<file path="config.mk">
export PLATFORM = sky130hd
export DESIGN_NAME = fetch_frontend_flat
export DESIGN_NICKNAME = d
export VERILOG_FILES = /design/src/rtl/fetch_frontend_if.sv /design/src/rtl/fetch_frontend.sv /design/src/flat_wrapper.sv
export SDC_FILE = /design/constraint.sdc
export NUM_CORES = 1
export LEC_CHECK = 0
export CAP_MARGIN = 20
export CORE_MARGIN = 4
export CORE_UTILIZATION = 55
export CTS_CLUSTER_DIAMETER = 150
export DETAILED_ROUTE_END_ITERATION = 10
export PLACE_DENSITY_LB_ADDON = 0.12
export SETUP_SLACK_MARGIN = 0.2
export SYNTH_ARGS = -nofsm -noshare
export SYNTH_HDL_FRONTEND = slang
export SYNTH_SLANG_ARGS = --single-unit
</file>
<file path="constraint.sdc">
create_clock -name clk -period 4.5 [get_ports clk]
set_clock_uncertainty 0.2 [all_clocks]
set_input_delay 0.675 -clock clk [delete_from_list [all_inputs] [get_ports clk]]
set_output_delay 0.675 -clock clk [all_outputs]
set_load 0.1 [all_outputs]
</file>
<file path="src/rtl/fetch_frontend_if.sv">
// Bundle of the fetch front end's memory, decode and control signals.
// The master modport is the fetch front end; the slave side is memory, decode and control.
interface fetch_frontend_if #(
    parameter int PC_W    = 8,
    parameter int INSTR_W = 14,
    parameter int DEPTH   = 4
);
    localparam int OCC_W = $clog2(DEPTH) + 1;

    logic               o_imem_req;
    logic [PC_W-1:0]    o_imem_addr;
    logic [INSTR_W-1:0] i_imem_data;
    logic               o_dec_valid;
    logic [INSTR_W-1:0] o_dec_instr;
    logic [PC_W-1:0]    o_dec_pc;
    logic               i_dec_ready;
    logic               i_redirect;
    logic [PC_W-1:0]    i_redirect_pc;
    logic               i_halt;
    logic               o_halted;
    logic [OCC_W-1:0]   o_occupancy;

    modport master (
        output o_imem_req, o_imem_addr, o_dec_valid, o_dec_instr, o_dec_pc,
               o_halted, o_occupancy,
        input  i_imem_data, i_dec_ready, i_redirect, i_redirect_pc, i_halt
    );

    modport slave (
        input  o_imem_req, o_imem_addr, o_dec_valid, o_dec_instr, o_dec_pc,
               o_halted, o_occupancy,
        output i_imem_data, i_dec_ready, i_redirect, i_redirect_pc, i_halt
    );
endinterface

</file>
<file path="src/rtl/fetch_frontend.sv">
// Instruction fetch front end: PC generator, one-cycle imem request port and a
// DEPTH-entry prefetch FIFO feeding decode, with redirect flush and sticky halt.
module fetch_frontend #(
    parameter int              PC_W     = 8,
    parameter int              INSTR_W  = 14,
    parameter int              DEPTH    = 4,
    parameter logic [PC_W-1:0] RESET_PC = '0
) (
    input logic              clk,
    input logic              reset,
    fetch_frontend_if.master fe
);
    localparam int PTR_W = $clog2(DEPTH);
    localparam int CNT_W = PTR_W + 1;
    localparam logic [CNT_W:0]   DEPTH_CR = (CNT_W + 1)'(DEPTH);
    localparam logic [CNT_W-1:0] DEPTH_CN = CNT_W'(DEPTH);

    function automatic logic [PC_W-1:0] pc_inc(input logic [PC_W-1:0] pc);
        return pc + PC_W'(1);
    endfunction

    function automatic logic [PTR_W-1:0] ptr_inc(input logic [PTR_W-1:0] ptr);
        return ptr + PTR_W'(1);
    endfunction

    logic [PC_W-1:0]    pc_q, pc_d;
    logic [PC_W-1:0]    pc_req_q;
    logic               inflight_q, inflight_d;
    logic               halted_q, halted_d;
    logic [PTR_W-1:0]   rd_ptr_q, rd_ptr_d;
    logic [PTR_W-1:0]   wr_ptr_q, wr_ptr_d;
    logic [CNT_W-1:0]   count_q, count_d;
    logic [INSTR_W-1:0] instr_mem_q [DEPTH];
    logic [PC_W-1:0]    pc_mem_q    [DEPTH];

    logic             dec_valid;
    logic             pop;
    logic             push;
    logic             req;
    logic [CNT_W:0]   credit;

    // The credit counts the in-flight fetch as occupied, so a push never finds the FIFO full.
    always_comb begin
        dec_valid = (count_q != '0);
        pop       = dec_valid & fe.i_dec_ready;
        push      = inflight_q & ~fe.i_redirect;
        credit    = {1'b0, count_q} + (CNT_W + 1)'(inflight_q) - (CNT_W + 1)'(pop);
        req       = ~halted_q & ~fe.i_redirect & (credit < DEPTH_CR);
    end

    always_comb begin
        pc_d       = pc_q;
        inflight_d = req;
        halted_d   = halted_q | fe.i_halt;
        rd_ptr_d   = rd_ptr_q;
        wr_ptr_d   = wr_ptr_q;
        count_d    = count_q;
        if (fe.i_redirect) begin
            pc_d       = fe.i_redirect_pc;
            inflight_d = 1'b0;
            rd_ptr_d   = '0;
            wr_ptr_d   = '0;
            count_d    = '0;
        end else begin
            if (req) begin
                pc_d = pc_inc(pc_q);
            end
            if (push) begin
                wr_ptr_d = ptr_inc(wr_ptr_q);
            end
            if (pop) begin
                rd_ptr_d = ptr_inc(rd_ptr_q);
            end
            case ({push, pop})
                2'b10:   count_d = count_q + CNT_W'(1);
                2'b01:   count_d = count_q - CNT_W'(1);
                default: count_d = count_q;
            endcase
        end
    end

    always_ff @(posedge clk or posedge reset) begin
        if (reset) begin
            pc_q       <= RESET_PC;
            inflight_q <= 1'b0;
            halted_q   <= 1'b0;
            rd_ptr_q   <= '0;
            wr_ptr_q   <= '0;
            count_q    <= '0;
        end else begin
            pc_q       <= pc_d;
            inflight_q <= inflight_d;
            halted_q   <= halted_d;
            rd_ptr_q   <= rd_ptr_d;
            wr_ptr_q   <= wr_ptr_d;
            count_q    <= count_d;
        end
    end

    // Data path carries no reset: push is gated by inflight_q, which reset clears.
    always_ff @(posedge clk) begin
        if (req) begin
            pc_req_q <= pc_q;
        end
        if (push) begin
            instr_mem_q[wr_ptr_q] <= fe.i_imem_data;
            pc_mem_q[wr_ptr_q]    <= pc_req_q;
        end
    end

    assign fe.o_imem_req  = req;
    assign fe.o_imem_addr = pc_q;
    assign fe.o_dec_valid = dec_valid;
    assign fe.o_dec_instr = dec_valid ? instr_mem_q[rd_ptr_q] : '0;
    assign fe.o_dec_pc    = dec_valid ? pc_mem_q[rd_ptr_q]    : '0;
    assign fe.o_halted    = halted_q;
    assign fe.o_occupancy = count_q;

    a_no_overflow: assert property (@(posedge clk) disable iff (reset)
        !(push && !pop && count_q == DEPTH_CN));
endmodule

</file>
<file path="src/flat_wrapper.sv">
// flat-port wrapper written by rule: the top's interface ports become plain ports
module fetch_frontend_flat 
#(
    parameter int              PC_W     = 8,
    parameter int              INSTR_W  = 14,
    parameter int              DEPTH    = 4,
    parameter logic [PC_W-1:0] RESET_PC = '0
)
  (clk, reset, fe_o_imem_req, fe_o_imem_addr, fe_o_dec_valid, fe_o_dec_instr, fe_o_dec_pc, fe_o_halted, fe_o_occupancy, fe_i_imem_data, fe_i_dec_ready, fe_i_redirect, fe_i_redirect_pc, fe_i_halt);
  fetch_frontend_if #(.PC_W(PC_W), .INSTR_W(INSTR_W), .DEPTH(DEPTH)) fe_i ();
  input logic clk;
  input logic reset;
  output wire logic [$bits(fe_i.o_imem_req)-1:0] fe_o_imem_req;
  output wire logic [$bits(fe_i.o_imem_addr)-1:0] fe_o_imem_addr;
  output wire logic [$bits(fe_i.o_dec_valid)-1:0] fe_o_dec_valid;
  output wire logic [$bits(fe_i.o_dec_instr)-1:0] fe_o_dec_instr;
  output wire logic [$bits(fe_i.o_dec_pc)-1:0] fe_o_dec_pc;
  output wire logic [$bits(fe_i.o_halted)-1:0] fe_o_halted;
  output wire logic [$bits(fe_i.o_occupancy)-1:0] fe_o_occupancy;
  input wire logic [$bits(fe_i.i_imem_data)-1:0] fe_i_imem_data;
  input wire logic [$bits(fe_i.i_dec_ready)-1:0] fe_i_dec_ready;
  input wire logic [$bits(fe_i.i_redirect)-1:0] fe_i_redirect;
  input wire logic [$bits(fe_i.i_redirect_pc)-1:0] fe_i_redirect_pc;
  input wire logic [$bits(fe_i.i_halt)-1:0] fe_i_halt;
  assign fe_o_imem_req = fe_i.o_imem_req;
  assign fe_o_imem_addr = fe_i.o_imem_addr;
  assign fe_o_dec_valid = fe_i.o_dec_valid;
  assign fe_o_dec_instr = fe_i.o_dec_instr;
  assign fe_o_dec_pc = fe_i.o_dec_pc;
  assign fe_o_halted = fe_i.o_halted;
  assign fe_o_occupancy = fe_i.o_occupancy;
  assign fe_i.i_imem_data = fe_i_imem_data;
  assign fe_i.i_dec_ready = fe_i_dec_ready;
  assign fe_i.i_redirect = fe_i_redirect;
  assign fe_i.i_redirect_pc = fe_i_redirect_pc;
  assign fe_i.i_halt = fe_i_halt;
  fetch_frontend #(.PC_W(PC_W), .INSTR_W(INSTR_W), .DEPTH(DEPTH), .RESET_PC(RESET_PC)) u_core (.clk(clk), .reset(reset), .fe(fe_i));
endmodule
</file>
After elaboration in Yosys (flattened, before gate mapping)
Memory sizes are Yosys's and may differ from the RTL's.
Index checks and enable logic that the tools add are counted.
Word-level totals
  register bits after elaboration: 25
  memory bits (writable): 88
  bits of input ports: 27
  output and inout bits: 36
  logic and storage cells: 44
  memories: 2
Memory list
  u_core.instr_mem_q: words 4, width 14, rd ports 1, clocked after Yosys merged registers in 0, write ports 1, line fetch_frontend.sv:33  | logic [INSTR_W-1:0] instr_mem_q [DEPTH];
  u_core.pc_mem_q: words 4, width 8, rd ports 1, clocked after Yosys merged registers in 0, write ports 1, line fetch_frontend.sv:34  | logic [PC_W-1:0] pc_mem_q [DEPTH];
Operators by class
  add/sub/neg operators: 7
  magnitude comparators: 1
  equality and inequality tests: 2
  mux-type cells: 13
  bitwise operators: 7
  reductions and logical operators: 5
Operators by type and width (count)
  $mux 8: 3
  $mux 14: 1
  $add 8x1->8 const B: 1
  $mux 2: 4
  $pmux 3 s2: 1
  $reduce_bool 2->1: 3
  $reduce_bool 3->1: 2
  $add 2x1->2 const B: 2
  $add 3x1->4: 1
  $and 1x1->1: 4
  $lt 4x3->1 const B: 1
  $sub 4x1->4: 1
  $add 3x1->3 const B: 1
  $mux 1: 3
  $mux 3: 1
  $sub 3x1->3 const B: 1
  $eq 2x1->1 const B: 1
  $eq 2x2->1 const B: 1
  $not 1->1: 2
  $or 1x1->1: 1

Logic depth before layout (Yosys ltp)
  depth in word-level cells: 7
  gate-level depth with buffers: 11
  gate-level depth less buffers: 9

Worst setup path before layout
No wires, ideal clock.
  path kind: register to output
  start: reg u_core.count_q[2], in the netlist u_core.fe.o_occupancy[2]
  end: out fe_o_imem_req
  arrival time: 4.470 ns
  required time: 3.625 ns
  path slack: -0.845 ns
  cell stages (with the launch flop): 9
  path buffers: 1
  path through: dfrtp_1 > buf_6 > o31ai_1 > inv_1 > ha_1 > nand3b_1 > a2111oi_0 > nor2_1 > nor2_1
Between the ends
  longest elaborated chain between the ends: 5
  elaborated cells between the ends (all ways): 6
  classes of those cells: 2 x add/sub; 1 x order compare; 2 x bitwise; 1 x reduce/logical
RTL lines
  start: declaration: line fetch_frontend.sv:32  | logic [CNT_W-1:0] count_q, count_d;
  start signal: assignment: line fetch_frontend.sv:96  | count_q <= count_d;
  branches (longest 2 deep; another with $add 3x1->4)
  $sub 4x1->4 *: line fetch_frontend.sv:47  | credit = {1'b0, count_q} + (CNT_W + 1)'(inflight_q) - (CNT_W + 1)'(pop);
  $lt 4x3->1 *: line fetch_frontend.sv:48  | req = ~halted_q & ~fe.i_redirect & (credit < DEPTH_CR);
  $and 1x1->1 *: line fetch_frontend.sv:48
  end: declaration: line flat_wrapper.sv:13  | output wire logic [$bits(fe_i.o_imem_req)-1:0] fe_o_imem_req;
Every way passes the cells marked *.

Worst setup path after layout
  start: reg u_core.count_q[1], in the netlist u_core.fe.o_occupancy[1]
  end: out fe_o_imem_req
Same word-level chain as after synthesis.

==> metrics <==
simple-gate share of the synthesized area=11.1%; final-stage net count=393; most used flip-flop cell after synthesis=edfxtp_1; DP HPWL=5400 µm; PD cells=588 mW/mm²; status=finished, final reports clean; antenna viol nets, final=0; grt total ovfl=0; Port Buffers=62; Ys Warns=0; hold crit path type=register to register; Clk Latency, worst-skew pair=0.51 ns; Worst Path Required=3.62 ns; CTS H-tree lvls=4; Fill cells=540; pin count of the biggest net entering global routing=36; TritonCTS Sinks=113; Root Buffer=clkbuf_8; Slew @ Worst Pin=1.10 ns; Max Cap Viol=0; leakage=2.13 nW; Die W=101 µm; area leader, netlist=edfxtp_1; adder-cell share of the synthesized area=2.52%; fin crit share=89.0%; XOR/XNOR share of the synthesized area=1.10%; register area=0.00331 mm²; GRT Util Overall=19.6%; Critical Path Max Stage Delay=0.49 ns; WL/cell=19.0 µm; Util after Layout=72.7%; CTS tree=yes; sequential-to-total area share from yosys stat=69.3%; Fin. Hold Viols=0; # setup viols final=0; post-synth top area share=60.4%; area growth from synthesis to layout=27.0%; Sum Neg Setup Slack=0 ns; syn_nets=317; DRC Markers=0; most frequent cells after synthesis=edfxtp_1, and2_1, mux4_2; Routed WL=9010 µm; Post-synth ARST share=15.0%; top cells by area, synth=edfxtp_1, mux4_2, dfrtp_1, and2_1, ha_1; Arrival @ worst endpoint=3.13 ns; share of layout cells above drive strength 1=25.4%; relative slew slack=26.5%; Yosys reg bits=113; initial antenna violation count=0; Tmin final=4.00 ns; Die H=101 µm; Multi-input gate area=0.00138 mm²; Top Ports=63; Cell Area, Synth=0.00477 mm²; Worst-path clk slew=0.06 ns; Die ar.=0.0102 mm²; number of global-route vias before repair=2753; n_diodes=0; Core Area=0.00834 mm²; Setup Fix Bufs, Post-CTS=0; GP Congestion=0.802; Vias=2670; Final Cell Area=0.00606 mm²; Compound-Gate Fraction of Synth Area=2.96%; first drt pass iteration count=5; Max Clock Freq=0.250 GHz; Worst setup EP type=primary output; EDFF count, synth=96; hold_buf cts=0; Slowest-stage cell, CP=dfrtp_1; row cnt=33; synth unique cells=45; mux cell area share after synthesis=10.8%; Worst VDD drop=297 µV; CP startpoint kind=register; first-pass GRT wire length=14600 µm; vias per cell=5.62; unrepaired setup endpoints after global routing=no; final slew viol count=0; most numerous cell in the Yosys netlist=edfxtp_1; Num CTS Buffers=17; Syn Inst Count=281; Initial DRC Count=153; CP Cell Sequence=o31ai_4 -> inv_1 -> ha_1 -> inv_1 -> ha_1 -> and3b_4 -> nor4b_1 -> nor2_1 -> nor2_4 -> buf_12; largest family of logic cells by synthesized area=simple AND/OR/NAND/NOR gates; Syn Area/Cell=17.0 µm²; critical setup path kind=register to primary output; Clock Path Buffers=2; DP Area=0.00548 mm²; crit path max fanout=7; Starting Density=57.2%
## routing by layer
| metal | wire (µm) | global-route usage, % |
|---|---|---|
| met1 | 3820 | 24.6 |
| met2 | 4580 | 32.4 |
| met3 | 496 | 6.06 |
| met4 | 111 | 7.06 |
| met5 | 0 | 0 |
## cell type report
class | instances | area share (%)
Clock buffer | 19 | 7.12
Clock inverter | 13 | 2.27
Inverter | 10 | 0.619
Multi-Input combinational cell | 145 | 22.8
Sequential cell | 113 | 54.6
Tap cell | 105 | 2.17
Timing Repair Buffer | 70 | 10.4
## stage by stage
step	setup WS, ns	std cells	hold slack (ns)	total power, mW
floorplan	0.293	281	0.259	2.10
global placement	0.569	443	0.277	2.32
detailed placement	0.554	443	0.280	2.33
CTS	0.334	475	0.301	3.59
global route	0.234	475	0.331	3.70
finish	0.495	475	0.293	3.57
## placed cells by master (no fill, tap or decap), drive strengths merged, types with 2 or more instances in the layout
cell	instances
a22oi	4
mux4	22
nor2	12
xor2	3
nor3	3
clkinvlp	6
bufinv	2
a2111o	2
buf	32
nand3b	2
and3	2
xnor2	3
nand3	13
nor2b	5
mux2i	2
ha	8
clkinv	4
edfxtp	96
a211o	2
inv	11
o21ai	5
or4b	2
clkdlybuf4s50	38
nand4b	3
and2	26
nor3b	3
or4	2
clkbuf	19
dfrtp	17
a2111oi	2
nand2	5
## state kept, by name, summed over array words and instances, names as in the netlist
signal and count:
u_core.fe.o_occupancy 3, u_core.rd_ptr_q 2, u_core.instr_mem_q 56, u_core.fe.o_imem_addr 8
u_core.pc_req_q 8, u_core.wr_ptr_q 2, u_core.inflight_q 1, u_core.fe.o_halted 1
u_core.pc_mem_q 32
## timing repair
| action | CTS | global route |
|---|---|---|
| endpoints found under the setup margin | 0 | 1 |
| gates resized for setup | 0 | 1 |
| endpoints found under the hold margin | 0 | 0 |
## worst paths after layout
kind | startpoint | endpoint | slack, ns | cells after the start
max | u_core.fe.o_occupancy[1]$_DFFE_PP0P_ | fe_o_imem_req | 0.50 | 10
min | u_core.pc_req_q[4]$_DFFE_PP_ | u_core.pc_mem_q[3][4]$_DFFE_PP_ | 0.29 | 0
max reg2reg | u_core.fe.o_occupancy[1]$_DFFE_PP0P_ | u_core.pc_req_q[1]$_DFFE_PP_ | 1.39 | 10
min reg2reg | u_core.pc_req_q[4]$_DFFE_PP_ | u_core.pc_mem_q[3][4]$_DFFE_PP_ | 0.29 | 0
max in group asynchronous | reset | u_core.fe.o_occupancy[2]$_DFFE_PP0P_ | 3.23 | 2
min in group asynchronous | reset | u_core.fe.o_occupancy[0]$_DFFE_PP0P_ | 0.37 | 2
## worst max-delay path, delay by kind of cell, from the launching register on
family / cells / cell delay (ns)
and+or+nand+nor: 4 / 1.01
adders and majority gates: 2 / 0.41
AOI/OAI and AO/OA: 1 / 0.38
DFF: 1 / 0.49
buffers and inverters: 3 / 0.32
## kinds of logic (layout without fill, tap and decap cells)
logic type / after synthesis / in the layout
muxes: 24 / 24
adders and majority gates: 9 / 9
buffers and inverters: 23 / 112
DFF: 113 / 113
AOI/OAI and AO/OA: 19 / 19
and+or+nand+nor: 87 / 87
xor gates and xnor gates: 6 / 6
## power by group
| part | switching [mW] | internal (mW) | total (mW) |
|---|---|---|---|
| Clock | 0.461 | 0.799 | 1.26 |
| Sequential | 0.0392 | 1.15 | 1.19 |
| Combinational | 0.829 | 0.286 | 1.12 |
| Total | 1.33 | 2.24 | 3.57 |
No activity file was read; power rests on OpenSTA's default activity.
